===== src/rtl/cordic_ctrl_if.sv =====
// Request/result handshake bundle between the command front end and cordic_ctrl.
interface cordic_ctrl_if;
    logic        in_valid;
    logic        in_ready;
    logic [3:0]  select;
    logic [15:0] angle_in;
    logic [15:0] x_in;
    logic [15:0] y_in;
    logic [15:0] cordic_out;
    logic        out_valid;
    logic        out_ready;
    logic        err;
    logic        busy;

    modport master (
        output in_valid, select, angle_in, x_in, y_in, out_ready,
        input  in_ready, cordic_out, out_valid, err, busy
    );

    modport slave (
        input  in_valid, select, angle_in, x_in, y_in, out_ready,
        output in_ready, cordic_out, out_valid, err, busy
    );
endinterface


===== src/rtl/cordic_ctrl.sv =====
// Iterative 16-bit CORDIC sequencer: load, ITER micro-rotations, gain/select, hold result.
// Define CORDIC_VECTOR_EN to enable vectoring mode on select[3] (atan(y/x)).
module cordic_ctrl #(
    parameter int unsigned ITER = 16,
    parameter logic [15:0] K    = 16'd155
) (
    input  logic         clk,
    input  logic         rst_n,
    cordic_ctrl_if.slave bus
);
    typedef enum logic [1:0] {S_IDLE, S_ITER, S_SCALE, S_DONE} state_e;
    typedef enum logic [1:0] {OP_SIN, OP_COS, OP_VEC, OP_BAD} op_e;

    localparam logic [3:0] LAST = 4'(ITER - 1);

    state_e             state_q, state_d;
    op_e                op_q, op_d;
    logic [3:0]         i_q, i_d;
    logic signed [15:0] x_q, x_d, y_q, y_d, z_q, z_d;
    logic [15:0]        out_q, out_d;
    logic               err_q, err_d;
    logic               in_ready_q, out_valid_q, busy_q;

    function automatic logic signed [15:0] atan_rom(input logic [3:0] idx);
        case (idx)
            4'd0:    return 16'sd6434;
            4'd1:    return 16'sd3798;
            4'd2:    return 16'sd2007;
            4'd3:    return 16'sd1019;
            4'd4:    return 16'sd511;
            4'd5:    return 16'sd256;
            4'd6:    return 16'sd128;
            4'd7:    return 16'sd64;
            4'd8:    return 16'sd32;
            4'd9:    return 16'sd16;
            4'd10:   return 16'sd8;
            4'd11:   return 16'sd4;
            4'd12:   return 16'sd2;
            4'd13:   return 16'sd1;
            default: return 16'sd0;
        endcase
    endfunction

    // Lowest set bit wins; tan (bit2) and an empty select are unsupported.
    function automatic op_e decode(input logic [3:0] sel);
        if (sel[0])      return OP_SIN;
        else if (sel[1]) return OP_COS;
        else if (sel[2]) return OP_BAD;
`ifdef CORDIC_VECTOR_EN
        else if (sel[3]) return OP_VEC;
`endif
        else             return OP_BAD;
    endfunction

    logic signed [15:0] xs, ys, scale_src;
    logic signed [31:0] prod;
    logic               dpos;

    assign xs        = x_q >>> i_q;
    assign ys        = y_q >>> i_q;
    assign scale_src = (op_q == OP_SIN) ? y_q : x_q;
    assign prod      = $signed({{16{scale_src[15]}}, scale_src}) * $signed({16'd0, K});

`ifdef CORDIC_VECTOR_EN
    // Vectoring drives y toward zero; rotation drives z toward zero.
    assign dpos = (op_q == OP_VEC) ? y_q[15] : ~z_q[15];
`else
    assign dpos = ~z_q[15];
    logic unused_vec;
    assign unused_vec = ^{bus.x_in, bus.y_in};
`endif

    always_comb begin
        state_d = state_q;
        op_d    = op_q;
        i_d     = i_q;
        x_d     = x_q;
        y_d     = y_q;
        z_d     = z_q;
        out_d   = out_q;
        err_d   = err_q;
        case (state_q)
            S_IDLE: begin
                if (bus.in_valid && in_ready_q) begin
                    op_d    = decode(bus.select);
                    i_d     = 4'd0;
                    x_d     = 16'sd16384;
                    y_d     = '0;
                    z_d     = bus.angle_in;
`ifdef CORDIC_VECTOR_EN
                    if (op_d == OP_VEC) begin
                        x_d = bus.x_in;
                        y_d = bus.y_in;
                        z_d = '0;
                    end
`endif
                    state_d = S_ITER;
                end
            end
            S_ITER: begin
                if (op_q == OP_BAD) begin
                    out_d   = '0;
                    err_d   = 1'b1;
                    state_d = S_DONE;
                end else begin
                    x_d = dpos ? x_q - ys : x_q + ys;
                    y_d = dpos ? y_q + xs : y_q - xs;
                    z_d = dpos ? z_q - atan_rom(i_q) : z_q + atan_rom(i_q);
                    i_d = i_q + 4'd1;
                    if (i_q == LAST) state_d = S_SCALE;
                end
            end
            S_SCALE: begin
                err_d   = 1'b0;
                out_d   = (op_q == OP_VEC) ? z_q : 16'(prod >>> 8);
                state_d = S_DONE;
            end
            S_DONE: begin
                if (out_valid_q && bus.out_ready) state_d = S_IDLE;
            end
            default: state_d = S_IDLE;
        endcase
    end

    always_ff @(posedge clk or negedge rst_n) begin
        if (!rst_n) begin
            state_q     <= S_IDLE;
            op_q        <= OP_BAD;
            i_q         <= '0;
            x_q         <= '0;
            y_q         <= '0;
            z_q         <= '0;
            out_q       <= '0;
            err_q       <= 1'b0;
            in_ready_q  <= 1'b0;
            out_valid_q <= 1'b0;
            busy_q      <= 1'b0;
        end else begin
            state_q     <= state_d;
            op_q        <= op_d;
            i_q         <= i_d;
            x_q         <= x_d;
            y_q         <= y_d;
            z_q         <= z_d;
            out_q       <= out_d;
            err_q       <= err_d;
            in_ready_q  <= (state_d == S_IDLE);
            out_valid_q <= (state_d == S_DONE);
            busy_q      <= (state_d != S_IDLE);
        end
    end

    assign bus.in_ready   = in_ready_q;
    assign bus.out_valid  = out_valid_q;
    assign bus.busy       = busy_q;
    assign bus.cordic_out = out_q;
    assign bus.err        = err_q;
endmodule


===== src/flat_wrapper.sv =====
// flat-port wrapper written by rule: the top's interface ports become plain ports
module cordic_ctrl_flat 
#(
    parameter int unsigned ITER = 16,
    parameter logic [15:0] K    = 16'd155
)
  (clk, rst_n, bus_in_valid, bus_select, bus_angle_in, bus_x_in, bus_y_in, bus_out_ready, bus_in_ready, bus_cordic_out, bus_out_valid, bus_err, bus_busy);
  cordic_ctrl_if bus_i ();
  input  logic clk;
  input  logic rst_n;
  input wire logic [$bits(bus_i.in_valid)-1:0] bus_in_valid;
  input wire logic [$bits(bus_i.select)-1:0] bus_select;
  input wire logic [$bits(bus_i.angle_in)-1:0] bus_angle_in;
  input wire logic [$bits(bus_i.x_in)-1:0] bus_x_in;
  input wire logic [$bits(bus_i.y_in)-1:0] bus_y_in;
  input wire logic [$bits(bus_i.out_ready)-1:0] bus_out_ready;
  output wire logic [$bits(bus_i.in_ready)-1:0] bus_in_ready;
  output wire logic [$bits(bus_i.cordic_out)-1:0] bus_cordic_out;
  output wire logic [$bits(bus_i.out_valid)-1:0] bus_out_valid;
  output wire logic [$bits(bus_i.err)-1:0] bus_err;
  output wire logic [$bits(bus_i.busy)-1:0] bus_busy;
  assign bus_i.in_valid = bus_in_valid;
  assign bus_i.select = bus_select;
  assign bus_i.angle_in = bus_angle_in;
  assign bus_i.x_in = bus_x_in;
  assign bus_i.y_in = bus_y_in;
  assign bus_i.out_ready = bus_out_ready;
  assign bus_in_ready = bus_i.in_ready;
  assign bus_cordic_out = bus_i.cordic_out;
  assign bus_out_valid = bus_i.out_valid;
  assign bus_err = bus_i.err;
  assign bus_busy = bus_i.busy;
  cordic_ctrl #(.ITER(ITER), .K(K)) u_core (.clk(clk), .rst_n(rst_n), .bus(bus_i));
endmodule

===== config.mk =====
export PLATFORM = sky130hd
export DESIGN_NAME = cordic_ctrl_flat
export DESIGN_NICKNAME = d
export VERILOG_FILES = /design/src/rtl/cordic_ctrl_if.sv /design/src/rtl/cordic_ctrl.sv /design/src/flat_wrapper.sv
export SDC_FILE = /design/constraint.sdc
export NUM_CORES = 1
export LEC_CHECK = 0
export CELL_PAD_IN_SITES_DETAIL_PLACEMENT = 1
export CELL_PAD_IN_SITES_GLOBAL_PLACEMENT = 1
export CORE_ASPECT_RATIO = 0.75
export CORE_UTILIZATION = 25
export CTS_CLUSTER_SIZE = 10
export DETAILED_ROUTE_END_ITERATION = 10
export GPL_ROUTABILITY_DRIVEN = 0
export GPL_TIMING_DRIVEN = 0
export HOLD_SLACK_MARGIN = 0.1
export PLACE_DENSITY_LB_ADDON = 0.1
export SLEW_MARGIN = 10
export SYNTH_ARGS = -nofsm -noshare
export SYNTH_HDL_FRONTEND = slang
export SYNTH_SLANG_ARGS = --single-unit

===== constraint.sdc =====
create_clock -name clk -period 6.97 [get_ports clk]
set_clock_uncertainty 0.15 [all_clocks]
set_input_delay 2.091 -clock clk [delete_from_list [all_inputs] [get_ports clk]]
set_output_delay 2.091 -clock clk [all_outputs]
set_load 0.01 [all_outputs]

### Word level (Yosys, flattened, before mapping)

Memory sizes are Yosys's and may differ from the RTL's.
Index checks and enable logic that the tools add are counted.

* bits in registers: 76
* bits in read-only memories: 416
* memories kept: 2
* bits of input ports: 56

* mux-type cells: 32
* multipliers: 1
* shift-type cells: 2
* reductions and logical operators: 11
* add/subtract/negate cells: 7
* eq/ne operators: 10

Memory list
* (name not given): depth 16, width 13, read ports 1, clocked after memory_dff 0, wr ports 0, line cordic_ctrl.sv:25 `case (idx)`
* (name not given): depth 16, width 13, read ports 1, clocked after memory_dff 0, wr ports 0, line cordic_ctrl.sv:25

Operator list (number)
* $mux 16: 16
* $pmux 16 s2: 4
* $add 16x16->16: 3
* $sub 16x16->16: 3
* $sshr 16x4->16: 2
* $mul 16x9->24 const B: 1
* $mux 2: 6
* $eq 2x2->1 const B: 5
* $mux 4: 2
* $pmux 2 s4: 1
* $pmux 4 s2: 1
* $logic_not 2->1: 3
* $reduce_bool 2->1: 3
* $add 4x1->4 const B: 1
* $eq 4x4->1 const B: 1
* $ne 2x1->1 const B: 2
* $reduce_and 2->1: 2
* $reduce_and 3->1: 1
* $eq 2x1->1 const B: 1
* $logic_and 1x1->1: 2
* $ne 2x2->1 const B: 1
* $pmux 1 s2: 1
* $mux 1: 1

### Logic depth before layout (Yosys ltp)

* depth after elaboration: 7
* depth in mapped cells: 23
* mapped depth without buffers: 20

### Least setup slack after synthesis

OpenSTA, ideal clock, no wires.

* path kind: register -> register
* start point: register u_core.op_q[1]
* end point: register u_core.out_q[13], in the netlist u_core.bus.cordic_out[13]
* setup time: 0.083 ns
* clock period less this slack: 5.981 ns
* setup slack: 0.989 ns
* path buffers: 2
* data required time: 6.737 ns
* arrival time: 5.748 ns
* stages on the path, launching flop included: 22
* cell sequence: dfstp_2 > clkbuf_1 > nor2_1 > clkbuf_1 > mux2_2 > ha_1 > fa_1 > fa_1 > inv_1 > fa_1 > inv_1 > ha_1 > a21o_1 > a21o_1 > a211o_1 > a21oi_1 > o21ai_0 > a41oi_1 > nor2b_1 > o21ba_2 > a21oi_1 > o21ai_0

* word-level cells in the longest chain between the ends: 5

Ends and longest elaborated chain
* from (decl): line cordic_ctrl.sv:17 `op_e op_q, op_d;`
* from (signal assigned): line cordic_ctrl.sv:140 `op_q <= op_d;`
* $logic_not 2->1: line cordic_ctrl.sv:61 `assign scale_src = (op_q == OP_SIN) ? y_q : x_q;`
* $mux 16: line cordic_ctrl.sv:61
* $mul 16x9->24: line cordic_ctrl.sv:62 `assign prod = $signed({{16{scale_src[15]}}, scale_src}) * $signed({16'd0, K});`
* $mux 16: line cordic_ctrl.sv:115 `out_d = (op_q == OP_VEC) ? z_q : 16'(prod >>> 8);`
* $pmux 16 s2: line cordic_ctrl.sv:82 `case (state_q)`
* to (signal assigned): line cordic_ctrl.sv:145 `out_q <= out_d;`
* to (decl): line cordic_ctrl.sv:20 `logic [15:0] out_q, out_d;`

Several ways; a longest one is shown, not always the timed one.
A chain may end at the register's enable or synchronous reset.

### Worst setup path in the final report

* start point: register u_core.i_q[0]
* end point: register u_core.z_q[14]

* word-level cells in the longest chain between the ends: 7

Ends and longest elaborated chain
* from (decl): line cordic_ctrl.sv:18 `logic [3:0] i_q, i_d;`
* from (signal assigned): line cordic_ctrl.sv:141 `i_q <= i_d;`
* $mem_v2 16x13
* $mux 16: line cordic_ctrl.sv:101 `if (op_q == OP_BAD) begin`
* $mux 16: line cordic_ctrl.sv:82
* $sub 16x16->16 or $add 16x16->16 (tied branches): line cordic_ctrl.sv:108 `z_d = dpos ? z_q - atan_rom(i_q) : z_q + atan_rom(i_q);`
* $mux 16 *: line cordic_ctrl.sv:108
* $mux 16 *: line cordic_ctrl.sv:101
* $pmux 16 s2 *: line cordic_ctrl.sv:82
* to (signal assigned): line cordic_ctrl.sv:144 `z_q <= z_d;`
* to (decl): line cordic_ctrl.sv:19 `logic signed [15:0] x_q, x_d, y_q, y_d, z_q, z_d;`

Mark *: on every way between the ends. The rest lies on a longest branch, timed or not. The select of a mux whose other input is x is not followed.

==> metrics.txt <==
synthesis-to-layout area growth 14.6%; CTS sink cnt 76; Async S/R FF share, synth 1.00; number of enable flip-flop cells after synthesis 0; Synth Register Bits 76; CTS H-tree lvls 3; main combinational cell family by area after synthesis adder cells; most common cell after layout, fill and taps aside ha_1; worst reg2reg setup slack ~0.54 ns; status finished clean; Peak Freq 156 MHz; RSZ-0062 raised after global routing no; Final Hold Vio Count 0; commonest cells after routing, fill and taps aside ha_1, inv_1, a21oi_1; worst hold path class flip-flop to flip-flop; Starting Density 0.255; Synth Instances around 1200; PortBufs 41; Worst setup EP type flip-flop; CP required between 7 and 8 ns; Cell Area, Synth approximately 10000 µm²; Synth Area in Compound Gates 0.193; worst-path fanout max 10; Post-DRT Antenna Nets 0; post-synthesis average cell area ~9 µm²; actual slew at the worst max-slew pin around 1.0 ns; Register Area around 1900 µm²; DRT Pass-1 Iters 5; largest net degree at the start of global routing 52; hold path endpoint u_core.bus.cordic_out[9]; first-pass GRT wire length between 50 and 60 mm; ratio of cells with drive above 1 in the final layout 0.0718; yosys warns 0; WS Path Type flip-flop to flip-flop; fin crit share 0.922; die area roughly 41000 µm²; fillers 4640; routed length per instance ~22 µm; initial antenna violation count 4; HP Start u_core.bus.cordic_out[9]; Adder-Cell Fraction of Synth Area 0.223; CTS tree yes; vias in the first global route a little over 9000; minimum clock period about 6.4 ns; post-synthesis mux area share 0.118; Pins Over Slew Limit 0; multi-input logic area 7550 µm²; final WL a little under 40 mm; hold path depth 2; deepest clock path buffer count 2; core area 39600 µm²; clock latency on the worst-skew pair between 0.3 and 0.4 ns; Synth cell types a little over 70; vias per cell a little over 5; Top FF cell, synth dfrtp_1; length in cells of the worst reg-to-reg path 23; Num CTS Buffers 9; Final Core Density 0.292; Final setup viols 0; vias ~9000; reg2reg start u_core.i_q[0]; placed inst area 11200 µm²; Slew Limit Headroom 0.325; Clock Tree Root clkbuf_16; Simple-Gate Fraction of Synth Area 0.142; Setup TNS Final 0 ns; drt initial violations ~560; IO Count between 70 and 80; CP Launch Type flip-flop; GRT Overall Usage 0.195; reg2reg end u_core.z_q[14]; die height between 150 and 200 µm; Synthesized Nets about 1400; Post-Synth XOR/XNOR Area 0.0739; Worst-path clk slew 0.08 ns; # hold bufs at CTS 0; post-synthesis sequential area ratio 0.189; Max-Cap Viols 0; total congestion overflow 0; crit path DAT 6.55 ns; Final HPWL DP 31.3 mm; die width ~230 µm; Finished Cell Area ~12000 µm²; post-route DRC violation count 0; n_diodes 0; Final nets around 1400; row count 63
registers in the layout (all words and copies together), names as in the netlist:
name	flops
u_core.state_q	2
u_core.bus.err	1
u_core.op_q	2
u_core.bus.out_valid	1
u_core.i_q	4
u_core.z_q	16
u_core.bus.busy	1
u_core.x_q	16
u_core.bus.in_ready	1
u_core.bus.cordic_out	16
u_core.y_q	16
area by class of cell:
class / instances / share of cell area
Buffer: 48 / 0.0183
Clock buffer: 11 / 0.0210
Clock inverter: 5 / 0.00933
Inverter: 107 / 0.0348
Multi-Input combinational cell: 918 / 0.655
Sequential cell: 76 / 0.165
Tap cell: 520 / 0.0564
Timing Repair Buffer: 46 / 0.0403
per-stage QoR:
stage / hold slack [ns] / setup slack [ns] / instances
after floorplan: 0.325 / 0.989 / 1151
after global placement: 0.320 / -0.358 / 1712
after detailed placement: 0.331 / -0.393 / 1713
after CTS: 0.348 / 0.0561 / 1729
after global routing: 0.364 / 0.0523 / 1731
final: 0.343 / 0.543 / 1731
worst max-delay path, cell delays in order, from the launching register on:
cell and delay [ns]:
dfrtp_1 0.46, buf_6 0.19, buf_8 0.16, buf_2 0.30
buf_4 0.27, inv_1 0.23, ha_1 0.42, nand2_1 0.14
nand2_1 0.06, a22oi_1 0.18, ha_1 0.27, nor2_1 0.08
a21oi_1 0.09, fa_1 0.50, a21o_1 0.18, a21oi_1 0.24
nor2b_1 0.09, o21a_1 0.20, o41ai_1 0.59, o21ai_0 0.32
or4_1 0.46, o2111ai_1 0.17, mux2_2 0.37, o21ai_0 0.18
cell usage after synthesis, drive strengths merged, types with 4 or more instances:
master | count | area, µm²
a21boi | 4 | 30.0
fa | 41 | 821
ha | 114 | 1430
o31ai | 9 | 67.6
a211oi | 11 | 82.6
a21o | 19 | 143
o211ai | 4 | 30.0
o21ai | 80 | 400
xnor2 | 48 | 420
mux2i | 23 | 230
clkbuf | 34 | 128
nand2b | 16 | 100
inv | 107 | 402
nand4 | 4 | 25.0
and3 | 12 | 75.1
nor2b | 23 | 144
o21a | 5 | 37.5
buf | 16 | 90.1
nor3b | 6 | 56.3
mux4 | 26 | 634
o22ai | 6 | 37.5
nand3 | 17 | 85.1
nand2 | 83 | 312
or3 | 8 | 50.1
and2 | 14 | 87.6
mux2 | 28 | 323
a41oi | 5 | 43.8
o21bai | 8 | 60.1
a31oi | 11 | 68.8
a21oi | 86 | 430
a22o | 6 | 52.6
a221oi | 5 | 43.8
dfrtp | 74 | 1850
xor2 | 37 | 324
nor3 | 19 | 95.1
nor2 | 80 | 300
a22oi | 22 | 165
how the worst max path moves through the flow:
stage,from,endpoint,slack [ns],cells after the start
after floorplan,u_core.op_q[1],u_core.bus.cordic_out[13],0.99,21
after global placement,u_core.op_q[1],u_core.bus.cordic_out[13],-0.36,21
after detailed placement,u_core.op_q[1],u_core.bus.cordic_out[13],-0.39,21
after CTS,u_core.op_q[1],u_core.bus.cordic_out[13],0.06,21
after global routing,u_core.i_q[0],u_core.z_q[14],0.05,23
final,u_core.i_q[0],u_core.z_q[14],0.54,23
logic make-up (layout without fill, tap and decap cells):
logic type | count (synthesis) | after routing
AOI/OAI and AO/OA | 308 | 308
and+or+nand+nor | 293 | 293
buffers and inverters | 157 | 217
adders and majority gates | 155 | 155
xor gates and xnor gates | 85 | 85
muxes | 77 | 77
DFF | 76 | 76
repair_timing:
action	4_1_cts	5_1_grt
setup buffers	0	4
resized for setup	2	1
endpoints found under the setup margin	6	5
pin swaps	0	1
per-layer routing:
layer	vias up	global-route usage	wire length, µm
met1	4536	0.307	21400
met3	12	0.0360	1670
met5	-	0	0
met2	152	0.273	15600
li1	4228	-	-
met4	0	0.0292	252
Power is not shown: default switching activity piles up to over one toggle a cycle in this logic, so the estimate is an artifact.
